## src/rtl/prog_tone_divider_if.sv

```systemverilog
// Configuration port of the programmable tone divider.
// Valid/ready contract: a configuration (div_val, duty_val) transfers on a
// rising clk edge where cfg_valid && cfg_ready are both high. The master
// holds the data stable while cfg_valid is high. The slave drives cfg_ready
// from a register, so it never depends combinationally on cfg_valid.
interface prog_tone_divider_if #(
   parameter int CNT_W = 16
);
   logic             cfg_valid;
   logic             cfg_ready;
   logic [CNT_W-1:0] div_val;
   logic [CNT_W-1:0] duty_val;

   modport master (
      output cfg_valid,
      output div_val,
      output duty_val,
      input  cfg_ready
   );

   modport slave (
      input  cfg_valid,
      input  div_val,
      input  duty_val,
      output cfg_ready
   );
endinterface

```

## src/rtl/prog_tone_divider.sv

```systemverilog
// Runtime-programmable clock/tone divider.
// Produces a registered square-wave enable (oclk) with period N and high
// time H, plus a one-cycle tick on the first cycle of each period. A new
// (N, H) pair is captured into a shadow register through the config port
// and only becomes active at a period boundary, so oclk never glitches.
// An active N below 2 parks the block in an idle mode with outputs low.
module prog_tone_divider #(
   parameter int CNT_W    = 16,
   parameter int RST_DIV  = 4,
   parameter int RST_DUTY = 2
) (
   input  logic                  clk,
   input  logic                  rst,
   input  logic                  en,
   prog_tone_divider_if.slave    cfg,
   output logic                  oclk,
   output logic                  tick,
   output logic                  running
);

   localparam logic [CNT_W-1:0] ONE  = CNT_W'(1);
   localparam logic [CNT_W-1:0] TWO  = CNT_W'(2);
   localparam logic [CNT_W-1:0] ZERO = '0;

   // High time is forced into [1, N-1]; for N < 2 the result is unused.
   function automatic logic [CNT_W-1:0] clamp_duty(
      input logic [CNT_W-1:0] n,
      input logic [CNT_W-1:0] h
   );
      if (h == ZERO) begin
         return ONE;
      end else if (h >= n) begin
         return n - ONE;
      end else begin
         return h;
      end
   endfunction

   localparam logic [CNT_W-1:0] RST_DIV_V  = CNT_W'(RST_DIV);
   localparam logic [CNT_W-1:0] RST_DUTY_V = clamp_duty(CNT_W'(RST_DIV), CNT_W'(RST_DUTY));

   // Active settings, counter, shadow config and registered outputs
   logic [CNT_W-1:0] div_q, div_d;
   logic [CNT_W-1:0] duty_q, duty_d;
   logic [CNT_W-1:0] cnt_q, cnt_d;
   logic [CNT_W-1:0] sh_div_q, sh_div_d;
   logic [CNT_W-1:0] sh_duty_q, sh_duty_d;
   logic             pend_q, pend_d;
   logic             ready_q, ready_d;
   logic             oclk_q, oclk_d;
   logic             tick_q, tick_d;

   // Helper values for the boundary decision
   logic             accept;
   logic             run_mode;
   logic             at_boundary;
   logic [CNT_W-1:0] cnt_inc;
   logic [CNT_W-1:0] new_div;
   logic [CNT_W-1:0] new_duty;

   assign accept      = cfg.cfg_valid && ready_q;
   assign run_mode    = (div_q >= TWO);
   assign at_boundary = (cnt_q == (div_q - ONE));
   assign cnt_inc     = cnt_q + ONE;

   // Settings that take effect at the next boundary: shadow if pending, else current
   always_comb begin
      new_div  = div_q;
      new_duty = duty_q;
      if (pend_q) begin
         new_div  = sh_div_q;
         new_duty = sh_duty_q;
      end
   end

   // Next-state logic for counter, outputs, active settings and handshake
   always_comb begin
      div_d     = div_q;
      duty_d    = duty_q;
      cnt_d     = cnt_q;
      sh_div_d  = sh_div_q;
      sh_duty_d = sh_duty_q;
      pend_d    = pend_q;
      oclk_d    = oclk_q;
      tick_d    = 1'b0;

      if (!run_mode) begin
         // Idle: outputs parked low; a pending config loads regardless of en
         cnt_d  = ZERO;
         oclk_d = 1'b0;
         if (pend_q) begin
            div_d  = sh_div_q;
            duty_d = sh_duty_q;
            pend_d = 1'b0;
            // Preload to the last count so the first enabled edge starts a period
            if (sh_div_q >= TWO) begin
               cnt_d = sh_div_q - ONE;
            end
         end
      end else if (en) begin
         if (at_boundary) begin
            // The boundary consumes only a config that was already pending;
            // one accepted on this same edge waits for the next boundary.
            div_d  = new_div;
            duty_d = new_duty;
            pend_d = 1'b0;
            cnt_d  = ZERO;
            if (new_div >= TWO) begin
               tick_d = 1'b1;
               oclk_d = (ZERO < new_duty);
            end else begin
               tick_d = 1'b0;
               oclk_d = 1'b0;
            end
         end else begin
            cnt_d  = cnt_inc;
            oclk_d = (cnt_inc < duty_q);
         end
      end

      // ready_q is the inverse of pend_q, so an accept never overwrites a pending config
      if (accept) begin
         sh_div_d  = cfg.div_val;
         sh_duty_d = clamp_duty(cfg.div_val, cfg.duty_val);
         pend_d    = 1'b1;
      end

      ready_d = !pend_d;
   end

   // State register with synchronous active-low reset back to the defaults
   always_ff @(posedge clk) begin
      if (!rst) begin
         div_q     <= RST_DIV_V;
         duty_q    <= RST_DUTY_V;
         cnt_q     <= RST_DIV_V - ONE;
         sh_div_q  <= ZERO;
         sh_duty_q <= ZERO;
         pend_q    <= 1'b0;
         ready_q   <= 1'b1;
         oclk_q    <= 1'b0;
         tick_q    <= 1'b0;
      end else begin
         div_q     <= div_d;
         duty_q    <= duty_d;
         cnt_q     <= cnt_d;
         sh_div_q  <= sh_div_d;
         sh_duty_q <= sh_duty_d;
         pend_q    <= pend_d;
         ready_q   <= ready_d;
         oclk_q    <= oclk_d;
         tick_q    <= tick_d;
      end
   end

   assign cfg.cfg_ready = ready_q;
   assign oclk          = oclk_q;
   assign tick          = tick_q;
   assign running       = run_mode;

endmodule

```

## src/flat_wrapper.sv

```systemverilog
// flat-port wrapper written by rule: the top's interface ports become plain ports
module prog_tone_divider_flat 
#(
   parameter int CNT_W    = 16,
   parameter int RST_DIV  = 4,
   parameter int RST_DUTY = 2
)
  (clk, rst, en, oclk, tick, running, cfg_cfg_valid, cfg_div_val, cfg_duty_val, cfg_cfg_ready);
  prog_tone_divider_if #(.CNT_W(CNT_W)) cfg_i ();
  input  logic clk;
  input  logic rst;
  input  logic en;
  output logic oclk;
  output logic tick;
  output logic running;
  input wire logic [$bits(cfg_i.cfg_valid)-1:0] cfg_cfg_valid;
  input wire logic [$bits(cfg_i.div_val)-1:0] cfg_div_val;
  input wire logic [$bits(cfg_i.duty_val)-1:0] cfg_duty_val;
  output wire logic [$bits(cfg_i.cfg_ready)-1:0] cfg_cfg_ready;
  assign cfg_i.cfg_valid = cfg_cfg_valid;
  assign cfg_i.div_val = cfg_div_val;
  assign cfg_i.duty_val = cfg_duty_val;
  assign cfg_cfg_ready = cfg_i.cfg_ready;
  prog_tone_divider #(.CNT_W(CNT_W), .RST_DIV(RST_DIV), .RST_DUTY(RST_DUTY)) u_core (.clk(clk), .rst(rst), .en(en), .cfg(cfg_i), .oclk(oclk), .tick(tick), .running(running));
endmodule
```

## config.mk

```make
export PLATFORM = sky130hd
export DESIGN_NAME = prog_tone_divider_flat
export DESIGN_NICKNAME = d
export VERILOG_FILES = /design/src/rtl/prog_tone_divider_if.sv /design/src/rtl/prog_tone_divider.sv /design/src/flat_wrapper.sv
export SDC_FILE = /design/constraint.sdc
export NUM_CORES = 1
export LEC_CHECK = 0
export ABC_AREA = 1
export BUFFER_PORTS_ARGS = -buffer_cell sky130_fd_sc_hd__buf_4
export CORE_MARGIN = 8
export CORE_UTILIZATION = 45
export CTS_BUF_LIST = sky130_fd_sc_hd__clkbuf_8 sky130_fd_sc_hd__clkbuf_16
export CTS_CLUSTER_DIAMETER = 80
export DETAILED_ROUTE_END_ITERATION = 10
export SYNTH_ARGS = -nofsm -noshare
export SYNTH_HDL_FRONTEND = slang
export SYNTH_SLANG_ARGS = --single-unit
```

## constraint.sdc

```tcl
create_clock -name clk -period 3.2 [get_ports clk]
set_input_delay 0.16 -clock clk [delete_from_list [all_inputs] [get_ports clk]]
set_output_delay 0.16 -clock clk [all_outputs]
set_load 0.005 [all_outputs]
```

==> run metrics <==
Synth area leaders dfxtp_1, nand2_1, nand3_1, ha_1, a21oi_1; Crit path max-delay family simple AND/OR/NAND/NOR gates; final hold viol count 0; post-synth top area share 26.50%; initial antenna violation count 0; die area 0.01815 sq mm; Placed Cells 1188; RSZ-0062 raised after global routing false; Die X 134.7 microns; # nets final 1092; Resize count post-CTS 0; synth-to-layout area growth 11.32%; mux cell area share after synthesis 0.3155%; Worst setup SP type flop; Seq cells post-synth 84; Routed Wire Length 19060 microns; Syn Nets 1071; Critical Path RT 3.46 ns; commonest non-fill, non-tap cell in the layout nand2_1; Detail Route Antenna Nets 0; TritonCTS Buffers 9; minimum clock period 2.890 ns; # setup viols final 0; Reg clk slew, reported paths 0.07 ns; Initial Util 45.89%; xor/xnor cell area share of the yosys netlist 6.074%; Setup Skew 0.01339 ns; Compound-Gate Fraction of Synth Area 14.87%; Setup CP Type flop to flop; largest family of logic cells by synthesized area simple AND/OR/NAND/NOR gates; syn avg cell area 6.358 sq um; CP Cell Sequence ha_1, nand3_1, nor3_1, nand3_1, nor2_1, nand2_1, xor2_1, inv_1, ha_1, nand2_1, o21a_1, o221a_2, nand3_1, nand3_1, nand2_1, inv_1; unique cell type count in the Yosys netlist 38; antenna cell count 0; DR vias/cell 5.359; sequential cell area fraction in the yosys report 26.50%; headroom to the max-slew limit 29.54%; # rows 43; Pins Over Slew Limit 0; slowest CP cell dfxtp_1; # DRC 0; initial DRC count 542; Cell Area, Synth 0.006345 sq mm; cell mode on critical path nand3_1; Clock Sinks 84; clk_lat worst skew 0.35 ns; H-tree levels 3; Total GRT Usage 21.72%; first-pass GRT wire length 31590 microns; asr flop ratio synth 0%; Peak supply drop 0.4116 mV; share of layout cells above drive strength 1 9.082%; Post-synth EDFFs 0; worst-path maximum fanout 6; Synth area leader dfxtp_1; postcts setup bufs 0; setup TNS 0 ns; CTS Hold Bufs 0; DRT Pass-1 Iters 6; GPL Wtd Cong 0.9164; commonest cells after routing, fill and taps aside nand2_1, inv_1, nand3_1; Arrival @ worst endpoint 3.15 ns; worst hold path class input port to flop; worst path bufs/invs 2; Ports 40; # Max-Cap Violations 0; worst stage delay on the critical path 0.42 ns; leak pwr 3.206 nW; DP HPWL 14570 microns; Die Y 134.7 microns; Post-Layout Cell Count 1204; grt ovf 0; Adder-Cell Fraction of Synth Area 7.296%; vias in the first global route 6083; gate count of the mapped netlist 998; CTS root buffer clkbuf_16; Setup crit end kind flop; largest net degree at the start of global routing 55; vias post-DR 6452; pwr dens 764.7 mW/mm^2; ratio of final minimum period to clock period 90.30%; slew of the pin with the lowest slew margin 1.056 ns; outcome completed; routed len/inst 15.83 microns; Core Region 0.01383 sq mm; Synth Flop Type dfxtp_1; CTS tree yes; Port Buffers 39; Simple-Gate Fraction of Synth Area 35.22%; highest clock rate 0.3461 GHz; deepest clock path buffer count 2; Synthesis Warnings 0
-- metal layers --
metal | part of all wire, % | up-vias | track usage, %
met4 | 2.4 | 0 | 8.172
met3 | 4.2 | 31 | 3.306
met1 | 49 | 2913 | 28.99
met2 | 44 | 144 | 34.48
li1 | - | 3364 | -
met5 | 0 | - | 0
-- Yosys cell counts (12+ instances only) --
master    count
nand2_1     226
inv_1       107
nand3_1      99
a21oi_1      91
nor2_1       89
dfxtp_1      84
o21ai_0      75
ha_1         37
xor2_1       34
nand4_1      33
clkbuf_1     28
nor3_1       12
-- stage by stage --
step	cell area, sq um	power, W	hold WS [ns]	utilization, %	setup WS (ns)
after detailed placement	6779	0.004373	0.4534	49.03	0.3618
after global routing	7063	0.005912	0.1113	51.08	0.03077
after floorplan	6345	0.003705	0.3010	-	0.7235
final	7063	0.005401	0.1070	51.08	0.3105
after global placement	6779	0.004368	0.4479	49.03	0.3891
after CTS	7063	0.005408	0.1036	51.08	0.3348
-- worst reg2reg max path, delay by kind of cell, from the launching register on --
family          cells  cell delay [ns]
simple gates        9             1.20
flops               1             0.42
xor+xnor            1             0.15
compound gates      2             0.40
buf+inv             2             0.11
fa+ha+maj           2             0.50
-- layout make-up --
type                       count  area [sq um]
fill                        1419          6764
multi-input combinational    761          4049
clock buffer                  10         239.0
timing repair buffer          53         410.4
inverter                     110         412.9
clock inverter                 6         45.04
sequential                    84          1682
tap                          180         225.2
-- power by group --
part | switching, W | leakage, nW | internal (W)
sequential | 0.000270 | 0.688 | 0.00125
clock | 0.000465 | 0.144 | 0.000555
combinational | 0.00184 | 2.37 | 0.00103
total | 0.00257 | 3.21 | 0.00283
-- worst paths after layout --
check                 endpoint         startpoint  cells past startpoint  slack [ns]
max                u_core.oclk    u_core.cnt_q[0]                     16        0.31
min                u_core.oclk                 en                      4        0.11
max reg2reg        u_core.oclk    u_core.cnt_q[0]                     16        0.31
min reg2reg  u_core.duty_q[13]  u_core.duty_q[13]                      2        0.46
-- registers in the layout, indices dropped and copies added, names as in the netlist --
signal	flops
u_core.cfg.cfg_ready	1
u_core.oclk	1
u_core.tick	1
u_core.sh_duty_q	16
u_core.pend_q	1
u_core.sh_div_q	16
u_core.cnt_q	16
u_core.duty_q	16
u_core.div_q	16
-- kinds of logic (layout without fill, tap and decap cells) --
kind of cell	count (synthesis)	count (layout)
muxes	2	2
DFF	84	84
buffers and inverters	153	179
and+or+nand+nor	496	496
xor gates and xnor gates	44	44
AOI/OAI and AO/OA	182	182
adders and majority gates	37	37
Power figures use the tool's default switching activity.
